`src/rtl/bingo_top.sv`:
```
// Two-player BINGO: keypad entry of a 16-number board, LFSR or hacked guesses,
// match clearing, 7-segment readout and status LEDs.
module bingo_top #(
   parameter int DEBOUNCE_COUNT = 50000,
   parameter int SHOW_COUNT     = 5000
) (
   input  logic       clk,
   input  logic       rstn,
   input  logic [2:0] keyboard_cols,
   input  logic [7:0] hack_number,
   input  logic       load_hack,
   input  logic       next,
   output logic [3:0] keyboard_rows,
   output logic [7:0] hex_selcted_number_1,
   output logic [7:0] hex_selcted_number_2,
   output logic [7:0] hex_gessed_number_1,
   output logic [7:0] hex_gessed_number_2,
   output logic [8:0] game_state_leds
);

   typedef enum logic [2:0] {
      S_LOAD    = 3'd0,
      S_IDLE    = 3'd1,
      S_COMPARE = 3'd2,
      S_SHOW    = 3'd3,
      S_END     = 3'd4
   } state_t;

   localparam logic [3:0] KEY_STAR = 4'hA;
   localparam logic [3:0] KEY_HASH = 4'hB;
   localparam logic [3:0] KEY_NONE = 4'hF;

   localparam int         DW      = $clog2(DEBOUNCE_COUNT + 1);
   localparam logic [DW-1:0] DB_LAST = DW'(DEBOUNCE_COUNT - 1);
   localparam int         SW      = $clog2(SHOW_COUNT + 1);
   localparam logic [SW-1:0] SH_LAST = SW'(SHOW_COUNT - 1);

   function automatic logic [7:0] seg7(input logic [3:0] d);
      logic [7:0] s;
      case (d)
         4'd0: s = 8'h3F;
         4'd1: s = 8'h06;
         4'd2: s = 8'h5B;
         4'd3: s = 8'h4F;
         4'd4: s = 8'h66;
         4'd5: s = 8'h6D;
         4'd6: s = 8'h7D;
         4'd7: s = 8'h07;
         4'd8: s = 8'h7F;
         4'd9: s = 8'h6F;
         default: s = 8'h00;
      endcase
      return s;
   endfunction

   function automatic logic [3:0] bcd_nib(input logic [3:0] n);
      return (n > 4'd9) ? 4'(n - 4'd6) : n;
   endfunction

   // Map the frozen row / closed column to a key code; anything ambiguous is KEY_NONE.
   function automatic logic [3:0] decode_key(input logic [3:0] r, input logic [2:0] c);
      logic [3:0] col_n;
      logic [3:0] code;
      code  = KEY_NONE;
      col_n = 4'd0;
      case (c)
         3'b100:  col_n = 4'd0;
         3'b010:  col_n = 4'd1;
         3'b001:  col_n = 4'd2;
         default: col_n = 4'd3;
      endcase
      if (col_n != 4'd3) begin
         case (r)
            4'b1000: code = 4'(4'd1 + col_n);
            4'b0100: code = 4'(4'd4 + col_n);
            4'b0010: code = 4'(4'd7 + col_n);
            4'b0001: code = (col_n == 4'd0) ? KEY_STAR : (col_n == 4'd1) ? 4'd0 : KEY_HASH;
            default: code = KEY_NONE;
         endcase
      end
      return code;
   endfunction

   // ---------------- keypad scan and debounce ----------------
   logic [6:0]    key_id;
   logic [DW-1:0] stable_cnt;
   logic [DW-1:0] release_cnt;
   logic          locked;
   logic          key_valid;
   logic [3:0]    key_code;

   always_ff @(posedge clk or posedge rstn) begin
      if (rstn) begin
         keyboard_rows <= 4'b1000;
      end else if (keyboard_cols == 3'b000) begin
         keyboard_rows <= {keyboard_rows[0], keyboard_rows[3:1]};
      end
   end

   // A press fires once; re-arming needs the pad to stay open for the full debounce time.
   always_ff @(posedge clk or posedge rstn) begin
      if (rstn) begin
         key_id      <= '0;
         stable_cnt  <= '0;
         release_cnt <= '0;
         locked      <= 1'b0;
         key_valid   <= 1'b0;
         key_code    <= KEY_NONE;
      end else begin
         key_valid <= 1'b0;
         if (keyboard_cols != 3'b000) begin
            release_cnt <= '0;
            if ({keyboard_rows, keyboard_cols} != key_id) begin
               key_id     <= {keyboard_rows, keyboard_cols};
               stable_cnt <= '0;
            end else if (stable_cnt != DB_LAST) begin
               stable_cnt <= stable_cnt + DW'(1);
            end else if (!locked) begin
               locked    <= 1'b1;
               key_code  <= decode_key(keyboard_rows, keyboard_cols);
               key_valid <= (decode_key(keyboard_rows, keyboard_cols) != KEY_NONE);
            end
         end else begin
            key_id     <= '0;
            stable_cnt <= '0;
            if (release_cnt != DB_LAST) release_cnt <= release_cnt + DW'(1);
            else                        locked      <= 1'b0;
         end
      end
   end

   // ---------------- PRNG ----------------
   logic [7:0] lfsr;
   logic [7:0] prng_bcd;

   always_ff @(posedge clk or posedge rstn) begin
      if (rstn) lfsr <= 8'hA5;
      else      lfsr <= {lfsr[6:0], lfsr[7] ^ lfsr[5] ^ lfsr[4] ^ lfsr[3]};
   end

   assign prng_bcd = {bcd_nib(lfsr[7:4]), bcd_nib(lfsr[3:0])};

   // ---------------- game FSM ----------------
   state_t        state;
   logic [7:0]    mem [16];
   logic [4:0]    idx;
   logic [3:0]    tens;
   logic [3:0]    units;
   logic          second;
   logic [7:0]    guess;
   logic [15:0]   game_state;
   logic [3:0]    scan_i;
   logic [SW-1:0] show_cnt;
   logic          start_game;
   logic          endgame;

   // NOTE: the board is a register array, not RAM, because reset must empty it in one step.
   always_ff @(posedge clk or posedge rstn) begin
      if (rstn) begin
         state      <= S_LOAD;
         idx        <= '0;
         tens       <= '0;
         units      <= '0;
         second     <= 1'b0;
         guess      <= '0;
         game_state <= '0;
         scan_i     <= '0;
         show_cnt   <= '0;
         start_game <= 1'b0;
         endgame    <= 1'b0;
         for (int i = 0; i < 16; i++) mem[i] <= 8'h00;
      end else begin
         case (state)
            S_LOAD: begin
               if (key_valid) begin
                  if (key_code <= 4'd9) begin
                     if (idx != 5'd16) begin
                        if (!second) begin
                           tens   <= key_code;
                           units  <= 4'd0;
                           second <= 1'b1;
                        end else begin
                           units           <= key_code;
                           mem[idx[3:0]]   <= {tens, key_code};
                           idx             <= idx + 5'd1;
                           second          <= 1'b0;
                        end
                     end
                  end else if (key_code == KEY_STAR) begin
                     tens   <= 4'd0;
                     units  <= 4'd0;
                     second <= 1'b0;
                  end else if (key_code == KEY_HASH && idx == 5'd16) begin
                     start_game <= 1'b1;
                     state      <= S_IDLE;
                  end
               end
            end
            S_IDLE: begin
               if (start_game && next) begin
                  guess  <= load_hack ? hack_number : prng_bcd;
                  scan_i <= '0;
                  state  <= S_COMPARE;
               end
            end
            S_COMPARE: begin
               // A zero guess can never hit, so already-cleared entries stay cleared.
               if (guess != 8'h00 && mem[scan_i] == guess) begin
                  mem[scan_i]        <= 8'h00;
                  game_state[scan_i] <= 1'b1;
               end
               scan_i <= scan_i + 4'd1;
               if (scan_i == 4'd15) begin
                  show_cnt <= '0;
                  state    <= S_SHOW;
               end
            end
            S_SHOW: begin
               if (show_cnt != SH_LAST) begin
                  show_cnt <= show_cnt + SW'(1);
               end else if (&game_state[7:0] || &game_state[15:8]) begin
                  endgame <= 1'b1;
                  state   <= S_END;
               end else begin
                  state <= S_IDLE;
               end
            end
            S_END:   state <= S_END;
            default: state <= S_LOAD;
         endcase
      end
   end

   // ---------------- status outputs ----------------
   logic [3:0] p1_count;
   logic [3:0] p2_count;

   always_comb begin
      p1_count = '0;
      p2_count = '0;
      for (int i = 0; i < 8; i++) begin
         p1_count = p1_count + 4'(game_state[i]);
         p2_count = p2_count + 4'(game_state[i+8]);
      end
   end

   assign game_state_leds      = {endgame, p2_count, p1_count};
   assign hex_selcted_number_1 = seg7(tens);
   assign hex_selcted_number_2 = seg7(units);
   assign hex_gessed_number_1  = seg7(guess[7:4]);
   assign hex_gessed_number_2  = seg7(guess[3:0]);

endmodule

```
`config.mk`:
```
export PLATFORM = sky130hd
export DESIGN_NAME = bingo_top
export DESIGN_NICKNAME = d
export VERILOG_FILES = /design/src/rtl/bingo_top.sv
export SDC_FILE = /design/constraint.sdc
export NUM_CORES = 1
export LEC_CHECK = 0
export CAP_MARGIN = 0
export CORE_AREA = 5 5 155 157
export DETAILED_ROUTE_END_ITERATION = 16
export DIE_AREA = 0 0 160 162
export PLACE_DENSITY = 0.78
export RECOVER_POWER = 100
export SLEW_MARGIN = 30
export SYNTH_ARGS = -nofsm -noshare
export SYNTH_HDL_FRONTEND = slang
export SYNTH_SLANG_ARGS = --single-unit
```
`constraint.sdc`:
```
create_clock -name clk -period 14.9 [get_ports clk]
set_input_delay 1.49 -clock clk [delete_from_list [all_inputs] [get_ports clk]]
set_output_delay 1.49 -clock clk [all_outputs]
set_load 0.02 [all_outputs]
```
==> metrics <==
power per unit of standard cell area=roughly 95 nW/um^2; count of pins on the block boundary=60; total setup violations reported at the end of the flow=0; Antenna Nets Post-Route=0; combined area of the multi-input logic cells=~6400 sq um; capturing element type of the critical path=flop; total global routing overflow=0; Worst setup SP type=flop; fin crit period=approximately 7.8 ns; relative max-transition margin=-167%; number of maximum-capacitance constraint violations=6; Post-CTS Resized=0; buffer levels on the longest clock path=3; reg-to-reg setup timing slack=approximately 7.1 ns; final layout net count=1,331; Post CTS Setup Buffer Count=0; antenna cell count=0; most common library cells after synthesis=dfrtp_1, nand2_1, o2bb2ai_1; placed insts=1,519; number of stages on the worst hold path=0; share of layout cells above drive strength 1=7.43%; via density per instance=6.51; GPL Wtd Cong=approximately 0.9; Slew Limit Fails=255; number of register bits inferred by synthesis=245; share of the synthesized area in the top cell type=between 40% and 50%; DRC errors left=0; worst min-delay path category=flop to flop; total routing usage reported by global routing=25.9%; final hold violation count=0; global-route wire length before repair=55,100 um; Top cell by count, worst path=clkbuf_1; Final Non-Filler Cells=1,563; reg-to-reg startpoint=scan_i[1]; slowest cell on the critical path=clkbuf_1; clock transition at the register clock pins on the worst setup and hold paths after CTS=0.06 ns; TritonCTS clock tree=done; Die H=162 um; average instance area after synthesis=between 10 and 15 sq um; largest stage delay on the critical path=2.49 ns; WL final=roughly 33,000 um; Worst Hold End=lfsr[1]; number of iterations in the first detailed-routing pass=5; sequential area share after synthesis=46.6%; ranking of synthesized cells by area=dfrtp_1, o2bb2ai_1, ha_1; clock tree sinks=around 250; Via Count=about 10,000; post-synthesis to final-layout area growth=10.6%; buffer cell driving the clock tree root=clkbuf_16; setup repair after global routing missed its margin=no; Setup Skew=0.0107 ns; Total Negative Setup Slacks=0 ns; Worst Setup Path Type=flop to flop; routed len/inst=21.3 um; violations in the final reports=max-capacitance violations, max-slew violations; critical path peak fanout=53; via count of the first global-routing pass=10,300; area of the core=22,400 sq um; largest net degree at the start of global routing=92; Yosys cell types=75; cell-by-cell listing of the critical path=clkbuf_1, mux4_2, nor2_1, o31ai_1, a22oi_1, a2111oi_0, clkbuf_1, nor4b_1, a31o_2; width of the chip=160 um; destination of the worst register-to-register timing path=game_state[14]; Post-Synthesis Cells=1,248; sequential cell area=approximately 6000 sq um; count of synthesis-stage warnings from yosys=0; Rows=55; run status=finished, violations left; dpl hpwl=21,600 um; pin slew with the least headroom to its limit=4.00 ns; Worst R2R Path Depth=9; H-tree lvl count=1; static leakage=0.00615 uW; initial antenna violation count=1; netlist area before placement=13,200 sq um; insertion delay to the later sink of the worst-skew pair=0.53 ns; area of the die=between 20,000 and 30,000 sq um; Peak supply drop=0.0669 mV; origin of the worst min-delay path=lfsr[0]; Worst Path Arrival=8.25 ns; Req. time, crit path=roughly 15 ns; Initial Util=between 50% and 60%; CTS buffer count=25; share of flip-flops with an asynchronous set or reset=100%; largest area contributor in the netlist=dfrtp_1; top achievable clock speed=128 MHz; period utilisation layout=52.3%; violation count after the first detailed-route iteration=1,046; top flip-flop cell by instance count after synthesis=dfrtp_1; total of buffers placed on input and output ports=between 50 and 60; count of flip-flops with a built-in enable after synthesis=0; cell with the most instances after synthesis=dfrtp_1; hold-fix buffers at CTS=0; fill cell instance count of the final layout=1,701
-- metal layers --
metal | up-vias | share of wire [%] | global-route usage [%]
met5 | - | 0.039 | 0
met4 | 2 | 3.2 | 8.29
met3 | 91 | 9.5 | 6.29
met2 | 471 | 46 | 41.0
met1 | 5009 | 41 | 35.7
li1 | 4608 | - | -
-- metrics by stage --
stage | hold slack [ns] | utilization, % | power, uW | area (sq um) | setup WS [ns]
finish | 0.404 | 65.1 | 1390 | 14600 | 7.11
global route | 0.408 | 65.1 | 1440 | 14600 | 5.93
CTS | 0.405 | 65.6 | 1400 | 14700 | 9.47
detailed placement | 0.394 | 61.8 | 755 | 13800 | 10.03
global placement | 0.396 | 61.7 | 754 | 13800 | 10.15
floorplan | 0.388 | - | 736 | 13200 | 6.70
-- worst max-delay path by stage --
stage                             start            endpoint  slack [ns]  cells after the start
after CTS                 game_state[0]  game_state_leds[2]        9.47                     10
final                         scan_i[1]      game_state[14]        7.11                      9
after detailed placement  game_state[0]  game_state_leds[2]       10.03                     10
after global routing               rstn            mem[113]        5.93                      3
after global placement    game_state[8]  game_state_leds[6]       10.15                      9
after floorplan                    rstn             endgame        6.70                      1
-- flip-flops by register name, indices dropped and copies added (netlist names), 7 cells and up --
signal and cells:
lfsr 8, mem 128, key_id 7, stable_cnt 16
release_cnt 16, show_cnt 13, game_state 16, guess 8
-- power breakdown --
part	switching (uW)	internal (uW)	total, uW
Clock	261	388	649
Combinational	37.0	22.1	59.1
Sequential	10.4	672	683
-- worst max-delay path, delay by kind of cell, from the launching register on --
kind	cells	cell delay, ns
AO/OA/AOI/OAI	4	1.43
buffers and inverters	2	3.21
flip-flops	1	0.35
multiplexers	1	0.69
AND/OR/NAND/NOR	2	2.03
-- kinds of logic after synthesis --
group,count (synthesis),synth area share (%)
buf+inv,131,4.11
compound gates,346,19.7
mux,60,6.63
flops,245,46.6
simple gates,357,13.7
other cells,1,0.0285
xor+xnor,53,3.52
fa+ha+maj,55,5.68
-- cells in the final DEF, fill, tap and decap left out, types with 23 or more instances in the layout --
cell type	instances
dfrtp_1	235
o2bb2ai_1	94
nand2_1	92
nor2_1	91
o21ai_0	56
a21oi_1	51
ha_1	47
inv_1	46
dlygate4sd3_1	46
a22o_1	36
mux2i_1	31
xor2_1	30
nand3_1	28
clkbuf_16	25
and3_1	24
xnor2_1	23
-- area by class of cell --
class / count / area share [%]
Tap cell: 285 / 2.45
Clock inverter: 10 / 0.894
Timing Repair Buffer: 65 / 4.17
Multi-Input combinational cell: 875 / 44.1
Clock buffer: 34 / 4.94
Sequential cell: 245 / 42.2
Inverter: 49 / 1.27
Power figures use the tool's default switching activity.
==> variant: new RTL, config.mk and constraints unchanged <==
Change the parameter `SHOW_COUNT` from 5000 to 10000.
--- a/src/rtl/bingo_top.sv
+++ b/src/rtl/bingo_top.sv
@@ -4,3 +4,3 @@
    parameter int DEBOUNCE_COUNT = 50000,
-   parameter int SHOW_COUNT     = 5000
+   parameter int SHOW_COUNT     = 10000
 ) (
Function: same outputs for any inputs over 4 cycles, from zero or initial values and one cycle with rstn high; that may be too few to reach the edited logic, so the function may still have changed.
==> variant against the unedited design <==
The run still ends with capacitance limit, slew limit left; largest power group is now clock; sequential cell count rose by 1; synthesized area rose by 8.8%; cell count rose by 18%; total power rose by 4.2%; setup slack got worse by 1500 ps; critical path type unchanged; fmax fell by 16%; routed wire length rose by 13%; cell area rose by 8.3%.
==> variant: results (changes against the unedited design) <==
[outcome]
violations = capacitance limit, slew limit
status = finished with violations

[grt]
use_met2_pct = 47.2  ; +6.2 points
grtUsageMet1_pct = 39.0  ; +3.2 points
grt_util_all_layers_pct = 28.7  ; +2.7 points
grt_pass1_wl_um = 61400  ; +11%
met3_usage_pct = 5.76  ; -0.53 points

[sta]
slew_headroom_pct = -180  ; -14 points
fin_worst_skew_ps = 9.60  ; -1.07 ps
slew_viol_final = 421  ; +65%

[drt]
route.met2.wl_um = 17700  ; +16%
wire_per_inst_um = 20.4  ; -4.3%
initialDrtViolationCount = 1284  ; +23%
via_per_inst = 6.52  ; about the same
firstDrtPassIters = 6  ; +1

[worst_setup_path]
critPathArrivalTime_ps = 9600  ; +1350 ps
slowest_delay_ps = 2010  ; -480 ps
cp_top_family = simple AND/OR/NAND/NOR gates

[power_and_ir_drop]
comb_power_mw = 0.0522  ; -12%
vdd_ir_drop_max_uv = 96.0  ; +43%
pg_seq_mw = 0.682  ; about the same
power.total_mw = 1.45  ; +4.2%
p_leak_nw = 7.08  ; +15%

[clocking]
cts_root_buf = clkbuf_16
clk_latency_ps = 530  ; about the same
clkTransAtPathRegs_ps = 70
cts_made_buffers = 27  ; +8.0%

[job]
cap_violations = 8  ; +2

[placement]
hpwlAfterDp_um = 24000  ; +11%
dpl_cell_area_sq_um = 14900  ; +7.7%
dp_cells = 1792  ; +18%

[logic_synthesis]
seq_area_frac_synth_pct = 43.0  ; -3.6 points
synthTopCellsByArea = dfrtp_1 (41%), nand2_1 (8.3%), o21ai_0 (4.2%)
synth_common_cells = nand2_1 (315), dfrtp_1 (237), o21ai_0 (119)
synth_cell_type_count = 77  ; +2.7%

[final_layout]
layout-drive-gt1-share_pct = 7.20  ; -0.23 points
nets = 1606  ; +21%

## variant: area by class of cell
type,count,area [sq um]
Inverter,46,174
Clock inverter,9,149
Clock buffer,39,801
Multi-Input combinational cell,1147,7500
Fill cell,1705,6600
Timing Repair Buffer,68,622
Tap cell,285,357
Sequential cell,246,6170
## variant: through the flow
step                hold WS (ps)  util, %  setup WS [ps]
floorplan                    388        -           6670
global placement             394     66.5          10150
detailed placement           395     66.5          10070
CTS                          403     70.8           9500
global route                 408     70.5           4940
finish                       403     70.5           5630
## variant: path summary, 6_finish.rpt
| check | from | endpoint | slack, ps | cells past startpoint |
|---|---|---|---|---|
| max | scan_i[0]$_DFFE_PP0P_ | mem[97]$_DFFE_PP0P_ | 5630 | 9 |
| min | lfsr[0]$_DFF_PP1_ | lfsr[1]$_DFF_PP0_ | 400 | 0 |
| max reg2reg | scan_i[0]$_DFFE_PP0P_ | mem[97]$_DFFE_PP0P_ | 5630 | 9 |
| min reg2reg | lfsr[0]$_DFF_PP1_ | lfsr[1]$_DFF_PP0_ | 400 | 0 |
| max in group asynchronous | rstn | lfsr[4]$_DFF_PP0_ | 7220 | 3 |
| min in group asynchronous | rstn | units[3]$_DFFE_PP0P_ | 2680 | 2 |
## variant: worst register-to-register path: cells and delay by family, from the launching register on
kind / cells / cell delay [ps]
and+or+nand+nor: 3 / 4180
buffers and inverters: 2 / 3080
muxes: 1 / 820
AOI/OAI and AO/OA: 3 / 650
DFF: 1 / 340
## variant: cells by family after synthesis
logic type / count (synthesis) / synth area share [%]
XOR/XNOR: 56 / 3.42
buffers and inverters: 156 / 4.79
multiplexers: 52 / 6.59
AO/OA/AOI/OAI: 348 / 16.3
other: 1 / 0.0262
AND/OR/NAND/NOR: 632 / 20.6
adder cells (fa/ha/maj): 55 / 5.22
flip-flops: 246 / 43.0
